`src/rtl/icache_refill_responder.sv`:
```
// icache_refill_responder: critical-word-first line refill from backing memory with per-word timeout
module icache_refill_responder #(
    parameter int LINE_WORDS = 4,
    parameter int TIMEOUT    = 64
) (
    input  logic                          clk,
    input  logic                          reset,
    input  logic                          req_valid,
    input  logic [31:0]                   req_addr,
    output logic                          req_ready,
    output logic                          mem_rd_en,
    output logic [31:0]                   mem_addr,
    input  logic [31:0]                   mem_rdata,
    input  logic                          mem_rvalid,
    output logic                          resp_valid,
    output logic [$clog2(LINE_WORDS)-1:0] resp_idx,
    output logic [31:0]                   resp_data,
    output logic                          resp_last,
    output logic                          refill_err
);
    localparam int IW = $clog2(LINE_WORDS);
    localparam int TW = $clog2(TIMEOUT + 1);
    localparam logic [IW:0]   LAST = (IW + 1)'(LINE_WORDS - 1);
    localparam logic [TW-1:0] TMAX = TW'(TIMEOUT - 1);
    localparam logic [1:0] IDLE = 2'd0, ISSUE = 2'd1, WAIT = 2'd2, DONE = 2'd3;
    logic [1:0]     state;
    logic [29-IW:0] line;
    logic [IW-1:0]  start, idx;
    logic [IW:0]    cnt;
    logic [TW-1:0]  wcnt;
    logic           unused_addr;
    assign unused_addr = ^req_addr[1:0];
    assign idx       = start + cnt[IW-1:0];
    assign req_ready = state == IDLE && reset;
    assign mem_rd_en = state == ISSUE;
    assign mem_addr  = mem_rd_en ? {line, idx, 2'b00} : '0;
    always_ff @(posedge clk) begin
        if (!reset) begin
            state      <= IDLE;
            line       <= '0;
            start      <= '0;
            cnt        <= '0;
            wcnt       <= '0;
            resp_valid <= 1'b0;
            resp_idx   <= '0;
            resp_data  <= '0;
            resp_last  <= 1'b0;
            refill_err <= 1'b0;
        end else begin
            resp_valid <= 1'b0;
            resp_last  <= 1'b0;
            refill_err <= 1'b0;
            case (state)
                IDLE: if (req_valid) begin
                    line  <= req_addr[31:IW+2];
                    start <= req_addr[IW+1:2];
                    cnt   <= '0;
                    state <= ISSUE;
                end
                ISSUE: begin
                    wcnt  <= '0;
                    state <= WAIT;
                end
                WAIT: if (mem_rvalid) begin
                    resp_valid <= 1'b1;
                    resp_data  <= mem_rdata;
                    resp_idx   <= idx;
                    resp_last  <= cnt == LAST;
                    cnt        <= cnt + (IW + 1)'(1);
                    state      <= cnt == LAST ? DONE : ISSUE;
                end else if (wcnt == TMAX) begin
                    refill_err <= 1'b1;
                    state      <= IDLE;
                end else begin
                    wcnt <= wcnt + TW'(1);
                end
                default: state <= IDLE;
            endcase
        end
    end
endmodule

```
`config.mk`:
```
export PLATFORM = sky130hd
export DESIGN_NAME = icache_refill_responder
export DESIGN_NICKNAME = d
export VERILOG_FILES = /design/src/rtl/icache_refill_responder.sv
export SDC_FILE = /design/constraint.sdc
export NUM_CORES = 1
export LEC_CHECK = 0
export CAP_MARGIN = 20
export CORE_MARGIN = 5
export CORE_UTILIZATION = 45
export DETAILED_ROUTE_END_ITERATION = 8
export PLACE_DENSITY = 0.85
export SYNTH_ARGS = -nofsm -noshare
export SYNTH_HDL_FRONTEND = slang
export SYNTH_SLANG_ARGS = --single-unit
```
`constraint.sdc`:
```
create_clock -name clk -period 5 [get_ports clk]
set_input_delay 1 -clock clk [delete_from_list [all_inputs] [get_ports clk]]
set_output_delay 1 -clock clk [all_outputs]
set_load 0.02 [all_outputs]
```
==> impl_metrics.ini <==
[sta]
max_freq_ghz = 0.283
slew_viol_final = 0
setup_ws_ns = 1.47
fin_tns_setup_ns = 0
skew_ns = 0.00944
tightest_slew_ns = 1.08
rsz0062_at_grt = false
finalSetupViolCount = 0
hold_viol = 0
fin_crit_sh_pct = 70.6
slew_headroom_pct = 27.9
period_needed_ns = 3.53

[worst_hold_path]
hold_class = flop to flop
whs_path_depth = 2

[placement]
finalWeightedCongestion = 0.778
io_buffers = 134
hpwl_um = 6200
place_inst = 617
pre_cts_slack_ns = 1.50

[grt]
grt_pass1_wl_um = 13600
use_met2_pct = 33.4
antenna_found_initial = 0
track_usage_pct = 19.2
grt_remaining_overflow = 0
grt_util_met3_pct = 7.73
grt_max_degree = 47
grt_use_met1_pct = 20.6
grt_pass1_vias = 3013
busiest_layer = met2

[critical_path]
ff2ff_path_depth = 7
cp_data_required_time_ns = 4.00
critPathLaunchType = primary input
endpoint = req_ready
reg2reg_from = state[0]$_SDFFE_PN0P_
critPathMaxFanout = 10
rrSetupSlack_ns = 2.86
rr_endpoint = state[0]$_SDFFE_PN0P_
end_kind = output port
startpoint = reset
worstPathArrival_ns = 2.53
path_class = primary input to output port

[route]
vias = 3119
wl_um = 8600
ant_nets = 0
post_drt_wl_per_cell_um = 13.6
firstDrtPassIters = 4
drcViolationCount = 0
drt_iter0_drc = 106
via_per_inst = 4.93

[clock_network]
clock_latency_ns = 0.35
cts_buffers = 9
cts-root-buf = clkbuf_8
cts_tree = yes
cts_num_sinks = 79
post_cts_resized = 0
clockBufferDepth = 2
postCtsSetupBuffers = 0
hold_buffers = 0
clk_pin_slew_ns = 0.08
h-tree-depth = 3

[synth]
async_flop_share_pct = 0
ys_top_cells_by_count = nand2_1, dfxtp_1, a21oi_1
syn_inst = 412
yosysWarnings = 0
synth_ff_type = dfxtp_1
netlist.area_leader.share_pct = 49.1
syn_area_sq_um = 3220
synth-seq-cells = 79
synth_area_leaders = dfxtp_1, nand2_1, a21oi_1, and2_1, ha_1
synth_most_common_cell = nand2_1
yosysSeqAreaShare_pct = 49.1
ys_types = 35
synth.avg_cell_area_sq_um = 7.82
synth_edf_count = 0
synth_top_area_cell = dfxtp_1

[final_layout]
drive_above_1_share_pct = 3.91
fin_cells = 633
multi_input_area_sq_um = 1500
antennaDiodeCount = 0
fin_nets = 608
post-route-util_pct = 70.0
seq_area_sq_um = 1580
area_growth_pct = 49.3
nFillCells = 551

[power_and_ir_drop]
ir_worst_vdd_mv = 0.173
power.density_nw_per_um2 = 383
leakage_nw = 1.74
finalPower_mw = 1.84

[floorplan]
num_rows = 30
pin_count = 139
die_h_um = 94.6
die_w_um = 94.6
core_region_area_sq_um = 6870
initial_core_util_pct = 46.9
dieArea_sq_um = 8950

[status]
status = finished clean

[run]
cap_violations = 0
-- worst max-delay path, cell delays in order --
cell and delay [ns]:
clkdlybuf4s50_1 0.71, and2_1 0.20, clkdlybuf4s50_1 0.62
-- registers in the layout, indices dropped and copies added (netlist names) --
signal,cells
resp_data,32
line,28
refill_err,1
resp_idx,2
state,2
cnt,3
start,2
resp_valid,1
wcnt,7
resp_last,1
-- metrics by stage --
stage | instance area [sq um] | hold slack, ns
floorplan | 3220 | 0.410
detailed placement | 4580 | 0.430
finish | 4810 | 0.442
CTS | 4810 | 0.442
global route | 4810 | 0.468
global placement | 4580 | 0.424
-- logic make-up (layout without fill, tap and decap cells) --
group	after synthesis	count (layout)	synth area share, %
simple gates	203	203	27.6
compound gates	81	81	13.6
xor+xnor	2	2	0.544
flops	79	79	49.1
buf+inv	33	157	4.31
other cells	1	2	0.116
fa+ha+maj	8	8	3.11
mux	5	5	1.59
-- cell type report --
class                      instances  share of cell area [%]
timing repair buffer             137                    28.4
tap                               96                    2.50
multi-input combinational        301                    31.3
clock buffer                      11                    2.94
sequential                        79                    32.9
inverter                           4                   0.312
clock inverter                     5                    1.69
-- worst min path at each step --
stage	startpoint	endpoint	slack, ns
2_1_floorplan	wcnt[6]$_SDFFE_PN0P_	wcnt[6]$_SDFFE_PN0P_	0.41
3_5_place_dp	wcnt[6]$_SDFFE_PN0P_	wcnt[6]$_SDFFE_PN0P_	0.43
4_1_cts	wcnt[6]$_SDFFE_PN0P_	wcnt[6]$_SDFFE_PN0P_	0.44
5_1_grt	line[12]$_SDFFE_PN0P_	line[12]$_SDFFE_PN0P_	0.47
6_report	wcnt[6]$_SDFFE_PN0P_	wcnt[6]$_SDFFE_PN0P_	0.44
3_3_place_gp	wcnt[6]$_SDFFE_PN0P_	wcnt[6]$_SDFFE_PN0P_	0.42
-- where the power goes --
group,leakage [nW],internal (mW),switching [mW],total [mW]
clock network,0.110,0.295,0.227,0.522
logic,0.992,0.248,0.336,0.584
registers,0.642,0.698,0.0370,0.735
-- metal layers --
layer,up-vias,share of wire (%)
met5,-,0
met4,0,1.5
met3,12,11
met2,137,47
met1,1399,41
li1,1571,-
-- placed cells by master, fill, tap and decap left out, types with 3 or more instances in the layout --
master,synthesis,final
nand3_1,5,5
nand2_1,140,140
and2_1,33,33
buf_4,2,3
a21oi_1,68,68
nor2_1,10,10
inv_1,4,3
dfxtp_1,79,79
clkdlybuf4s50_1,0,134
clkbuf_8,0,10
mux2i_1,4,4
nand2b_1,5,5
ha_1,8,8
Power figures use the tool's default switching activity.
